[config.mk]
export PLATFORM = sky130hd
export DESIGN_NAME = ai_player_controller_flat
export DESIGN_NICKNAME = d
export VERILOG_FILES = /design/src/rtl/ai_player_controller_if.sv /design/src/rtl/ai_player_controller.sv /design/src/flat_wrapper.sv
export SDC_FILE = /design/constraint.sdc
export NUM_CORES = 1
export LEC_CHECK = 0
export BUFFER_PORTS_ARGS = -buffer_cell sky130_fd_sc_hd__buf_2
export CORE_MARGIN = 10
export CORE_UTILIZATION = 49
export CTS_CLUSTER_DIAMETER = 30
export DETAILED_ROUTE_END_ITERATION = 7
export PLACE_DENSITY = 0.84
export SLEW_MARGIN = 20
export SYNTH_ARGS = -nofsm -noshare
export SYNTH_HDL_FRONTEND = slang
export SYNTH_SLANG_ARGS = --single-unit
[constraint.sdc]
create_clock -name clk -period 2.83 [get_ports clk]
set_input_delay 0.566 -clock clk [delete_from_list [all_inputs] [get_ports clk]]
set_output_delay 0.566 -clock clk [all_outputs]
set_load 0.005 [all_outputs]
[src/rtl/ai_player_controller_if.sv]
// Groups the game-side signals of the AI player controller into one bundle.
// The master side is the game (drives frame/gamepad/obstacle/crash inputs, reads commands).
// The slave side is the controller (reads game state, drives registered button/crash/ai outputs).
interface ai_player_controller_if #(
    parameter int NUM_OBS = 4,
    parameter int W       = 10
);
    logic                   frame_tick;
    logic                   gamepad_is_present;
    logic                   gamepad_up;
    logic                   gamepad_down;
    logic [NUM_OBS*W-1:0]   obstacle_pos;
    logic [NUM_OBS-1:0]     obstacle_air;
    logic [2:0]             speed;
    logic                   crash;
    logic                   button_up;
    logic                   button_down;
    logic                   crash_out;
    logic                   ai_active;

    modport master (
        output frame_tick, gamepad_is_present, gamepad_up, gamepad_down,
        output obstacle_pos, obstacle_air, speed, crash,
        input  button_up, button_down, crash_out, ai_active
    );

    modport slave (
        input  frame_tick, gamepad_is_present, gamepad_up, gamepad_down,
        input  obstacle_pos, obstacle_air, speed, crash,
        output button_up, button_down, crash_out, ai_active
    );
endinterface

[src/rtl/ai_player_controller.sv]
// Autopilot for a side-scroller: jumps ground obstacles, ducks flying ones, restarts after a crash.
// Latency: every output is registered, 1 clock from input change; no backpressure (frame-paced).
// Ports: clk, rst_n (async active-low); io.slave carries frame_tick, gamepad_*, obstacle_pos/air,
//        speed, crash in and button_up, button_down, crash_out, ai_active out.
module ai_player_controller #(
    parameter int CONV               = 0,
    parameter int NUM_OBS            = 4,
    parameter int PLAYER_OFFSET      = 6,
    parameter int OBSTACLE_THRESHOLD = 30,
    parameter int SPEED_SHIFT        = 2,
    parameter int JUMP_HOLD          = 8,
    parameter int RESTART_DELAY      = 60
) (
    input  logic                   clk,
    input  logic                   rst_n,
    ai_player_controller_if.slave  io
);
    localparam int W    = 10 - CONV;
    localparam int LW   = W + 4;
    localparam int MAXC = (JUMP_HOLD > RESTART_DELAY) ? JUMP_HOLD : RESTART_DELAY;
    localparam int CW   = $clog2(MAXC + 1);

    typedef enum logic [1:0] {PLAY, JUMP, DUCK, CRASHED} state_t;

    state_t          state_q, state_d;
    logic [CW-1:0]   cnt_q, cnt_d;
    logic [CW-1:0]   cnt_inc;
    logic            button_up_q, button_up_d;
    logic            button_down_q, button_down_d;
    logic            crash_out_q, crash_out_d;
    logic            ai_active_q, ai_active_d;

    logic [LW-1:0]   limit;
    logic [LW-1:0]   pos_ext;
    logic            ground_hit;
    logic            air_hit;

    // Reaction window grows with speed; the wide sum never truncates.
    assign limit = LW'(OBSTACLE_THRESHOLD) + (LW'(io.speed) << SPEED_SHIFT);

    always_comb begin
        ground_hit = 1'b0;
        air_hit    = 1'b0;
        pos_ext    = '0;
        for (int i = 0; i < NUM_OBS; i++) begin
            pos_ext = LW'(io.obstacle_pos[i*W +: W]);
            if (pos_ext > LW'(PLAYER_OFFSET) && pos_ext <= limit) begin
                if (io.obstacle_air[i]) air_hit    = 1'b1;
                else                    ground_hit = 1'b1;
            end
        end
    end

    assign cnt_inc = cnt_q + CW'(1);

    always_comb begin
        state_d       = state_q;
        cnt_d         = cnt_q;
        button_up_d   = button_up_q;
        button_down_d = button_down_q;
        crash_out_d   = crash_out_q;
        ai_active_d   = !io.gamepad_is_present;

        if (io.gamepad_is_present) begin
            // Human in control: mirror the pad, park the FSM so the AI resumes cleanly.
            state_d       = PLAY;
            cnt_d         = '0;
            button_up_d   = io.gamepad_up;
            button_down_d = io.gamepad_down;
            crash_out_d   = io.crash;
        end else begin
            case (state_q)
                PLAY: begin
                    button_up_d   = 1'b0;
                    button_down_d = 1'b0;
                    crash_out_d   = 1'b0;
                    if (io.crash) begin
                        state_d     = CRASHED;
                        crash_out_d = 1'b1;
                        cnt_d       = '0;
                    end else if (ground_hit) begin
                        state_d     = JUMP;
                        button_up_d = 1'b1;
                        cnt_d       = '0;
                    end else if (air_hit) begin
                        state_d       = DUCK;
                        button_down_d = 1'b1;
                    end
                end
                JUMP: begin
                    if (io.crash) begin
                        state_d       = CRASHED;
                        button_up_d   = 1'b0;
                        button_down_d = 1'b0;
                        crash_out_d   = 1'b1;
                        cnt_d         = '0;
                    end else if (io.frame_tick) begin
                        cnt_d = cnt_inc;
                        if (cnt_inc == CW'(JUMP_HOLD)) begin
                            state_d     = PLAY;
                            button_up_d = 1'b0;
                        end
                    end
                end
                DUCK: begin
                    if (io.crash) begin
                        state_d       = CRASHED;
                        button_up_d   = 1'b0;
                        button_down_d = 1'b0;
                        crash_out_d   = 1'b1;
                        cnt_d         = '0;
                    end else if (!air_hit) begin
                        // A waiting ground obstacle is picked up by PLAY next cycle.
                        state_d       = PLAY;
                        button_down_d = 1'b0;
                    end
                end
                CRASHED: begin
                    // Crash level is ignored here; only the restart timer matters.
                    button_up_d = 1'b0;
                    if (io.frame_tick) begin
                        cnt_d = cnt_inc;
                        if (cnt_inc == CW'(RESTART_DELAY)) begin
                            state_d     = PLAY;
                            crash_out_d = 1'b0;
                            button_up_d = 1'b1;   // one-clock restart press; PLAY clears it
                        end
                    end
                end
                default: state_d = PLAY;
            endcase
        end
    end

    always_ff @(posedge clk or negedge rst_n) begin
        if (!rst_n) begin
            state_q       <= PLAY;
            cnt_q         <= '0;
            button_up_q   <= 1'b0;
            button_down_q <= 1'b0;
            crash_out_q   <= 1'b0;
            ai_active_q   <= 1'b0;
        end else begin
            state_q       <= state_d;
            cnt_q         <= cnt_d;
            button_up_q   <= button_up_d;
            button_down_q <= button_down_d;
            crash_out_q   <= crash_out_d;
            ai_active_q   <= ai_active_d;
        end
    end

    assign io.button_up   = button_up_q;
    assign io.button_down = button_down_q;
    assign io.crash_out   = crash_out_q;
    assign io.ai_active   = ai_active_q;
endmodule

[src/flat_wrapper.sv]
// flat-port wrapper written by rule: the top's interface ports become plain ports
module ai_player_controller_flat 
#(
    parameter int CONV               = 0,
    parameter int NUM_OBS            = 4,
    parameter int PLAYER_OFFSET      = 6,
    parameter int OBSTACLE_THRESHOLD = 30,
    parameter int SPEED_SHIFT        = 2,
    parameter int JUMP_HOLD          = 8,
    parameter int RESTART_DELAY      = 60
)
  (clk, rst_n, io_frame_tick, io_gamepad_is_present, io_gamepad_up, io_gamepad_down, io_obstacle_pos, io_obstacle_air, io_speed, io_crash, io_button_up, io_button_down, io_crash_out, io_ai_active);
  ai_player_controller_if #(.NUM_OBS(NUM_OBS), .W(10)) io_i ();
  input  logic clk;
  input  logic rst_n;
  input wire logic [$bits(io_i.frame_tick)-1:0] io_frame_tick;
  input wire logic [$bits(io_i.gamepad_is_present)-1:0] io_gamepad_is_present;
  input wire logic [$bits(io_i.gamepad_up)-1:0] io_gamepad_up;
  input wire logic [$bits(io_i.gamepad_down)-1:0] io_gamepad_down;
  input wire logic [$bits(io_i.obstacle_pos)-1:0] io_obstacle_pos;
  input wire logic [$bits(io_i.obstacle_air)-1:0] io_obstacle_air;
  input wire logic [$bits(io_i.speed)-1:0] io_speed;
  input wire logic [$bits(io_i.crash)-1:0] io_crash;
  output wire logic [$bits(io_i.button_up)-1:0] io_button_up;
  output wire logic [$bits(io_i.button_down)-1:0] io_button_down;
  output wire logic [$bits(io_i.crash_out)-1:0] io_crash_out;
  output wire logic [$bits(io_i.ai_active)-1:0] io_ai_active;
  assign io_i.frame_tick = io_frame_tick;
  assign io_i.gamepad_is_present = io_gamepad_is_present;
  assign io_i.gamepad_up = io_gamepad_up;
  assign io_i.gamepad_down = io_gamepad_down;
  assign io_i.obstacle_pos = io_obstacle_pos;
  assign io_i.obstacle_air = io_obstacle_air;
  assign io_i.speed = io_speed;
  assign io_i.crash = io_crash;
  assign io_button_up = io_i.button_up;
  assign io_button_down = io_i.button_down;
  assign io_crash_out = io_i.crash_out;
  assign io_ai_active = io_i.ai_active;
  ai_player_controller #(.CONV(CONV), .NUM_OBS(NUM_OBS), .PLAYER_OFFSET(PLAYER_OFFSET), .OBSTACLE_THRESHOLD(OBSTACLE_THRESHOLD), .SPEED_SHIFT(SPEED_SHIFT), .JUMP_HOLD(JUMP_HOLD), .RESTART_DELAY(RESTART_DELAY)) u_core (.clk(clk), .rst_n(rst_n), .io(io_i));
endmodule
; ---- Word level (Yosys, flattened, before mapping)
; Index checks and enable logic that the tools add are counted.
[classes]
addsub = 2
magnitude_cmp = 8
n_eq_ne = 15
n_mux = 58
reduce_logical = 13
[op_table]
columns = op, n
row1 = $le 10x14->1, 4
row2 = $gt 10x3->1 const B, 4
row3 = $mux 1, 36
row4 = $mux 6, 6
row5 = $pmux 6 s4, 1
row6 = $mux 2, 11
row7 = $ne 3x3->1 const B, 3
row8 = $reduce_and 3->1, 3
row9 = $ne 4x3->1 const B, 2
row10 = $ne 4x4->1 const B, 2
row11 = $pmux 2 s4, 1
row12 = $add 5x5->6 const A, 1
row13 = $add 6x1->6 const B, 1
row14 = $eq 6x4->1 const B, 1
row15 = $eq 6x6->1 const B, 1
row16 = $pmux 1 s3, 2
row17 = $reduce_and 6->1, 1
row18 = $ne 5x3->1 const B, 1
row19 = $eq 2x2->1 const B, 2
row20 = $logic_and 1x1->1, 4
row21 = $pmux 1 s4, 1
row22 = $reduce_bool 4->1, 1
row23 = $ne 3x1->1 const B, 1
row24 = $ne 3x2->1 const B, 1
row25 = other kinds (5), 5
[totals]
register_bits = 12
in_bits = 54
output_inout_bits = 4

; ---- Depth between registers and ports, before layout
; Gate-level depths: netlist (run 1).
[logic_depth]
word_depth = 15
depth_mapped = 10

; ---- Least setup slack after synthesis (run 1)
; No wires, ideal clock.
[synth_path]
path_type = input-to-reg
from = input io_speed[0]
to = register u_core.state_q[0]
setup_ns = 0.128
t_arrival_ns = 3.066
required_ns = 2.702
setup_slack_ns = -0.364
stages = 10
path_cell_list = inv_1 > ha_1 > ha_1 > and4b_1 > o311ai_1 > a211oi_1 > nand2b_4 > or4_4 > o311ai_4 > mux2_1
[synth_via]
elab_chain_len = 14
word_cells_on_any_way = 30
cone_classes = add/sub: 1 / order compare: 4 / eq/ne: 2 / mux: 18 / reduce/logical: 5
[synth_rtl]
columns = element, line_no
row1 = start: declaration, flat_wrapper.sv:22  ; input wire logic [$bits(io_i.speed)-1:0] io_speed;
row2 = $add 5x5->6 *, ai_player_controller.sv:39  ; assign limit = LW'(OBSTACLE_THRESHOLD) + (LW'(io.speed) << SPEED_SHIFT);
row3 = $le 10x14->1, ai_player_controller.sv:47  ; if (pos_ext > LW'(PLAYER_OFFSET) && pos_ext <= limit) begin
row4 = $logic_and 1x1->1, ai_player_controller.sv:47
row5 = $mux 1, ai_player_controller.sv:47
row6 = $mux 1, ai_player_controller.sv:48  ; if (io.obstacle_air[i]) air_hit = 1'b1;
row7 = $mux 1, ai_player_controller.sv:47
row8 = $mux 1, ai_player_controller.sv:48
row9 = $mux 1, ai_player_controller.sv:47
row10 = $mux 1, ai_player_controller.sv:48
row11 = $mux 1, ai_player_controller.sv:47
row12 = $mux 2, ai_player_controller.sv:81  ; end else if (ground_hit) begin
row13 = $mux 2, ai_player_controller.sv:77  ; if (io.crash) begin
row14 = $pmux 2 s4, ai_player_controller.sv:72  ; case (state_q)
row15 = $mux 2, ai_player_controller.sv:64  ; if (io.gamepad_is_present) begin
row16 = end signal: assignment, ai_player_controller.sv:144  ; state_q <= state_d;
row17 = end: declaration, ai_player_controller.sv:25  ; state_t state_q, state_d;
; Every way passes the cells marked *; elsewhere a longest branch is shown, timed or not.
; A chain may end at the register's enable or synchronous reset.

; ---- Worst setup path in the final report (run 1)
[layout_path]
from = input io_speed[0]
to = register u_core.state_q[1]
; Same word-level chain as after synthesis.

==> results of run 1 <==
path summary, 6_finish.rpt:
kind,slack (ns),endpoint,start,depth (start not counted)
worst min-delay path,0.16,u_core.io.button_up,rst_n,1
worst max register to register,0.72,u_core.state_q[1],u_core.state_q[1],6
worst max-delay path,-0.04,u_core.state_q[1],io_speed[0],11
worst min register to register,0.48,u_core.io.button_up,u_core.io.button_up,2
min in group clk,0.48,u_core.io.button_up,u_core.io.button_up,2
max in group asynchronous,2.45,u_core.cnt_q[4],rst_n,1
area by class of cell:
type,instances,area (µm²)
fillers,198,713.2
well taps,31,38.79
inverters,12,62.56
clock buffers,3,22.52
repair buffers,74,437.9
multi-input cells,149,1254
flip-flops and latches,12,300.3
cell families after synthesis:
group           Yosys count  synth area share [%]
buf+inv                  13                 3.274
mux                       2                 1.511
fa+ha+maj                18                 15.11
xor+xnor                  3                 3.191
flops                    12                 20.15
compound gates           51                 26.79
simple gates             75                 29.98
through the flow:
| stage | TNS, ns | hold slack [ns] | utilization [%] |
|---|---|---|---|
| 2_1_floorplan | -0.2436 | 0.2704 | - |
| 3_3_place_gp | -3.231 | 0.4536 | 71.07 |
| 5_1_grt | -0.4536 | 0.1616 | 74.79 |
| 6_report | -0.07849 | 0.1588 | 74.79 |
| 3_5_place_dp | -3.418 | 0.4571 | 71.07 |
| 4_1_cts | -0.1151 | 0.1678 | 73.29 |
registers in the layout (all words and copies together) (netlist names):
register               cells
u_core.cnt_q               6
u_core.io.ai_active        1
u_core.io.button_down      1
u_core.io.button_up        1
u_core.io.crash_out        1
u_core.state_q             2
timing repair:
item	in CTS	in global routing
endpoints found under the setup margin	8	10
hold buffers	0	0
pin swaps	2	2
hold endpoints to repair	0	0
resized for setup	9	8
critical path: cells and delay by family:
kind	cells	cell delay (ns)
AO/OA/AOI/OAI	4	0.93
adder cells (fa/ha/maj)	2	0.51
buffers and inverters	2	0.12
multiplexers	1	0.33
AND/OR/NAND/NOR	2	0.58
cell usage in the layout, fill, tap and decap left out, types with 2 or more instances in the layout:
master and n:
nand2b_4 2, nand3_1 8, inv_1 10, clkbuf_4 3, nor4_1 4, dfrtp_1 12
a32o_1 4, o22ai_1 2, buf_4 17, a21oi_1 10, a21o_1 4, ha_1 14
and3_1 5, a211oi_2 2, mux2_4 2, ha_4 3, nor3_2 3, a31o_2 2
o41ai_1 4, nor2_1 11, nor3b_1 2, nand4_1 8, nand4b_1 3, or2_2 2
nand2_1 9, buf_2 55, o311ai_4 2, or3_1 3, nor3_1 4, o21ai_0 7
power by group through the flow:
stage	Sequential (µW)	Combinational [µW]	Clock (µW)
after floorplan	229	328	0
after CTS	231	508	106
after detailed placement	235	495	0
after global placement	232	479	0
after global routing	236	580	120
final	231	531	108
routing by layer:
layer	share of wire (%)	track usage [%]
met3	6.7	4.468
met1	41	20.23
met2	51	30.38
met5	0	0
met4	1.3	5.155
==> run_results.csv, run 1 <==
group,metric,value,unit
global_route,antenna_violations_before_repair,0,
synth,syn-instance-count,174,
routing,drc,0,
sta,max_clock_freq,348.4,MHz
synth,synth_fp_nets,246,
global_route,grt_first_pass_wirelength,8.052,mm
die,die-width,75.15,µm
clock_tree,tritoncts.num_buffers,3,
status,violations,"setup timing",
worst_setup_path,critical_path_start_type,"input port",
sta,final.setup_skew,0.004162,ns
synth,post_synth_instance_area,1490,µm²
routing,drt.antenna.violating_nets,0,
synth,synth.cells.most_frequent,"ha_1, dfrtp_1, inv_1, nor2_1, a21oi_1",
placed_design,buffer_ports.inserted,57,
die,initial_core_util,52.68,%
cells_and_area,synthToLayoutAreaGrowth,41.98,%
power_and_ir_drop,fraction_of_power_consumed_by_combinational_cells,61.1,%
placed_design,pre_cts_slack,-0.4060,ns
routing,initialDrtViolationCount,164,
flow_run,drv_cap,0,
min_path,worstHoldPathType,"input port to async pin",
worst_setup_path,max_stage_delay,0.38,ns
synth,synthTopCellsByArea,"dfrtp_1, ha_1, a21oi_1, nand4_1, inv_1",
placed_design,post-dp-hpwl,3.927,mm
routing,avgViaCountPerCell,6.288,
clock_tree,cts_htree_levels,1,
die,row_count,19,
clock_tree,cts.reportedPaths.clkPinSlew,0.08,ns
power_and_ir_drop,power-per-cell-area,411.1,nW/µm²
global_route,grt-ovfl-total,0,
power_and_ir_drop,report.power.total,869.9,µW
worst_setup_path,crit_fanout,4,
cells_and_area,nNetsFinal,324,
clock_tree,clock_latency_on_the_worst_skew_pair,0.27,ns
synth,async_flop_share,100.0,%
routing,first_pass_detailed_route_iteration_total,4,
worst_setup_path,crit_arrival,3.03,ns
worst_setup_path,critPathRequiredTime,2.99,ns
synth,synth_top_flop_cell,"dfrtp_1",
routing,vias,1767,
placed_design,placement.cell_area,2011,µm²
routing,wire_length_per_cell_after_detailed_routing,17.28,µm
power_and_ir_drop,internal_power,510.1,µW
synth,syn_area_per_cell,8.564,µm²
sta,final_worst_setup_slack,-0.04009,ns
power_and_ir_drop,power.share.clock,12.4,%
power_and_ir_drop,net-switching-power,359.7,µW
synth,synth_cell_types,54,
clock_tree,cts_sinks,12,
power_and_ir_drop,vdd_ir_max,0.2702,mV
synth,synth-seq-area-share,20.15,%
power_and_ir_drop,static-leakage-power,0.001016,µW
die,core_area,2829,µm²
sta,final_min_period_over_clock_period,101.4,%
routing,drt-total-wl,4.857,mm
cells_and_area,antennaDiodeCount,0,
worst_setup_path,setup.worst_path.class,"input port to flop",
clock_tree,cts_tree,"yes",
die,io_pins,58,
worst_setup_path,cpMaxStageDelayCell,"or3_4",
synth,yosys.cell_count.top_type,"ha_1",
sta,final_period_minus_worst_setup_slack,2.870,ns
global_route,grt_max_degree,13,
worst_setup_path,critical_path_cell_by_cell,"buf_8 > inv_6 > ha_4 > ha_4 > and4b_1 > o311ai_4 > a211oi_2 > a31o_1 > or3_4 > o311ai_4 > mux2_4",
status,run_status,"finished, violations left",
clock_tree,cts.repair_timing.setup_buffer_count,0,
synth,postSynthRegisterBits,12,
worst_setup_path,cp-end-kind,"flop",
sta,report.final.slew_viol_count,0,
clock_tree,clock_tree.root_cell,"clkbuf_4",
sta,finalHoldViolCount,0,
clock_tree,max-clock-path-buffers,2,
placed_design,cells_after_dpl,278,
global_route,number_of_global_route_vias_before_repair,1801,
power_and_ir_drop,seqPwrFrac,26.5,%
placed_design,gp_congestion,0.8836,
synth,synth_top_cell_area_share,20.15,%
sta,finalSetupViolations,2,
synth,yosys.area.top_type,"dfrtp_1",
cells_and_area,post_route_cells_drive_above_1_share,42.80,%
synth,synth_enable_flop_cells,0,
cells_and_area,final_design_area_no_fill,2116,µm²
power_and_ir_drop,swShare,41.35,%
global_route,track_usage,17.32,%
die,fp.dieH,75.15,µm
synth,yosysWarnings,0,
sta,setup_repair_after_global_routing_missed_its_margin,"true",
sta,max_slew_margin,59.68,%
cells_and_area,layout.cells.non_filler,281,
sta,timing_worst_slew_pin_value,0.6032,ns
die,floorplan.die_area,5647,µm²
No activity file was read; power rests on OpenSTA's default activity.
==> run 2, diff against run 1 <==
--- a/config.mk
+++ b/config.mk
@@ -5,9 +5,10 @@
 export SDC_FILE = /design/constraint.sdc
 export NUM_CORES = 1
 export LEC_CHECK = 0
+export ABC_AREA = 1
 export BUFFER_PORTS_ARGS = -buffer_cell sky130_fd_sc_hd__buf_2
 export CORE_MARGIN = 10
-export CORE_UTILIZATION = 49
+export CORE_UTILIZATION = 50
 export CTS_CLUSTER_DIAMETER = 30
 export DETAILED_ROUTE_END_ITERATION = 7
 export PLACE_DENSITY = 0.84
==> run_results.csv, run 2 <==
group,metric,value,unit
clock_tree,cts_sinks,12,
routing,drc,0,
status,run_status,"finished, final reports clean",
clock_tree,tritoncts.num_buffers,3,
worst_setup_path,critical_path_cell_by_cell,"buf_2 > inv_1 > ha_1 > ha_1 > nand3_1 > o21ai_2 > nand2_2 > nand4_1 > nand2_1 > nor2_1 > nor2_1 > nor2_2 > nand2_1 > nand2_1 > nand2_1",
synth,synth_top_flop_cell,"dfrtp_1",
worst_setup_path,r2r_end,"u_core.state_q[1]",
synth,post_synth_mux_area_share,0,%
synth,syn-instance-count,253,
synth,synth_top_cell_area_share,18.69,%
routing,first_pass_detailed_route_iteration_total,4,
placed_design,post-dp-hpwl,3.775,mm
die,floorplan.die_area,5881,µm²
synth,yosys.cell_count.top_type,"nand2_1",
cells_and_area,post_route_cells_drive_above_1_share,25.80,%
clock_tree,post_cts_hold_buffer_count,0,
synth,postSynthRegisterBits,12,
worst_setup_path,startpoint_of_the_worst_slack_reg_to_reg_timing_path,"u_core.cnt_q[2]",
routing,wire_length_per_cell_after_detailed_routing,12.18,µm
cells_and_area,final_common_cell,"buf_2",
synth,synth-compound-area-share,13.63,%
die,fp.dieH,76.69,µm
placed_design,placement.cell_area,1947,µm²
clock_tree,max-clock-path-buffers,2,
placed_design,cells_after_dpl,354,
worst_setup_path,critPathRequiredTime,3.02,ns
synth,post_synth_instance_area,1607,µm²
sta,hold-worst-slack,0.1462,ns
worst_setup_path,max_stage_delay,0.36,ns
die,io_pins,58,
die,die-width,76.69,µm
placed_design,gp_congestion,0.9016,
routing,avgViaCountPerCell,5.151,
sta,total_negative_slack_for_setup_checks,0,ns
power_and_ir_drop,static-leakage-power,0.001105,µW
synth,synth_cell_types,32,
synth,synth-seq-area-share,18.69,%
cells_and_area,final_design_area_no_fill,1983,µm²
worst_setup_path,setup.worst_path.class,"input port to flop",
worst_setup_path,cp-startpoint,"io_speed[0]",
synth,yosys.area.top_type,"dfrtp_1",
synth,synth_enable_flop_cells,0,
cells_and_area,largest_register_ffs,6,
power_and_ir_drop,report.power.total,759.6,µW
synth,synth_adder_area_share,14.02,%
die,row_count,20,
cells_and_area,antennaDiodeCount,0,
synth,dominant_combinational_cell_family_by_area_after_synthesis,"simple AND/OR/NAND/NOR gates",
clock_tree,clock_tree.root_cell,"clkbuf_4",
cells_and_area,nNetsFinal,387,
worst_setup_path,crit_fanout,6,
worst_setup_path,buffers_and_inverters_on_the_worst_path,2,
worst_setup_path,crit_arrival,2.59,ns
global_route,number_of_global_route_vias_before_repair,1919,
worst_setup_path,reg2regPathDepth,11,
sta,max_slew_margin,64.29,%
clock_tree,cts_htree_levels,1,
worst_setup_path,critical_path_start_type,"input port",
routing,vias,1844,
power_and_ir_drop,vdd_ir_max,0.1762,mV
routing,drt.antenna.violating_nets,0,
global_route,grt-ovfl-total,0,
sta,max_clock_freq,416.0,MHz
synth,synth.cells.most_frequent,"nand2_1, inv_1, nor2_1, nand3_1, ha_1",
cells_and_area,synthToLayoutAreaGrowth,23.44,%
clock_tree,cts_tree,"yes",
synth,async_flop_share,100.0,%
clock_tree,cts.reportedPaths.clkPinSlew,0.08,ns
sta,finalHoldViolCount,0,
power_and_ir_drop,power-per-cell-area,383.0,nW/µm²
synth,syn_area_per_cell,6.350,µm²
worst_setup_path,timing.critical_path.depth,15,
cells_and_area,layout_common_cells,"buf_2, nand2_1, inv_1",
cells_and_area,layout.cells.non_filler,358,
worst_setup_path,cp-end-kind,"flop",
placed_design,buffer_ports.inserted,57,
cells_and_area,max_flop_register,"u_core.cnt_q",
die,initial_core_util,52.62,%
worst_setup_path,critPathTopFamily,"simple AND/OR/NAND/NOR gates",
clock_tree,cts.repair_timing.setup_buffer_count,0,
die,core_area,3053,µm²
sta,report.final.slew_viol_count,0,
sta,final.setup_skew,0.0006850,ns
worst_setup_path,r2r_setup_slack,0.96,ns
sta,timing_worst_slew_pin_value,0.5356,ns
synth,synth_xor_xnor_area_share,1.090,%
synth,yosysWarnings,0,
sta,finalSetupViolations,0,
worst_setup_path,crit_end,"u_core.state_q[1]",
worst_setup_path,cpMaxStageDelayCell,"ha_1",
routing,initialDrtViolationCount,119,
sta,final_min_period_over_clock_period,84.93,%
synth,synthTopCellsByArea,"dfrtp_1, ha_1, nand2_1, inv_1, nor2_1",
global_route,antenna_violations_before_repair,0,
global_route,grt_max_degree,13,
clock_tree,cts.repair.resized,0,
clock_tree,clock_latency_on_the_worst_skew_pair,0.29,ns
sta,final_period_minus_worst_setup_slack,2.404,ns
global_route,track_usage,14.95,%
global_route,grt_first_pass_wirelength,7.741,mm
sta,setup_repair_after_global_routing_missed_its_margin,"false",
synth,synth_fp_nets,325,
worst_setup_path,timing.critical_path.mode_cell,"nand2_1",
min_path,worstHoldPathType,"input port to async pin",
cells_and_area,top_regs,"u_core.cnt_q: 6 flops, u_core.state_q: 2 flops",
synth,fraction_of_the_mapped_netlist_area_in_simple_logic_gates,41.82,%
routing,drt-total-wl,4.359,mm
flow_run,drv_cap,0,
[run 2: how the worst min path moves through the flow]
stage / endpoint / slack (ns) / cells past startpoint
2_1_floorplan: u_core.cnt_q[0] / 0.27 / 0
4_1_cts: u_core.io.button_down / 0.15 / 1
3_5_place_dp: u_core.io.crash_out / 0.46 / 1
5_1_grt: u_core.io.button_up / 0.15 / 1
6_report: u_core.state_q[1] / 0.15 / 1
3_3_place_gp: u_core.io.crash_out / 0.46 / 1
[run 2: metrics by stage]
stage / utilization [%] / setup slack, ns
after floorplan: - / 0.5811
after detailed placement: 63.77 / 0.1484
final: 64.96 / 0.4264
after CTS: 64.96 / 0.4478
after global placement: 63.77 / 0.2457
after global routing: 64.96 / 0.2181
[run 2: area by class of cell]
class                   instances  area, µm²
multi-input cells             196       1134
inverters                      44      165.2
clock buffers                   4      36.28
well taps                      44      55.05
fillers                       283       1070
repair buffers                 58      292.8
flip-flops and latches         12      300.3
[run 2: routing by layer]
metal  vias up  track usage, %  share of wire [%]
met1       826           16.25                 43
met4         0           6.134                1.6
li1        954               -                  -
met5         -               0                  0
met3         7           3.263                5.5
met2        57           27.15                 50
[run 2: power by group]
part | internal (µW) | leakage [µW] | switching (µW)
sequential | 204 | 0.000158 | 27.8
clock | 78.5 | 0.0000210 | 66.4
combinational | 153 | 0.000926 | 231
[run 2: kinds of logic (layout without fill, tap and decap cells)]
family,Yosys count,in the layout
DFF,12,12
and+or+nand+nor,141,141
adders and majority gates,18,18
buffers and inverters,45,106
AOI/OAI and AO/OA,35,35
xor gates and xnor gates,2,2
[run 2: worst register-to-register path: cells and delay by family (launching register included)]
kind,cells,cell delay [ns]
flip-flops,1,0.44
XOR/XNOR,1,0.34
buffers and inverters,1,0.09
AND/OR/NAND/NOR,9,0.90
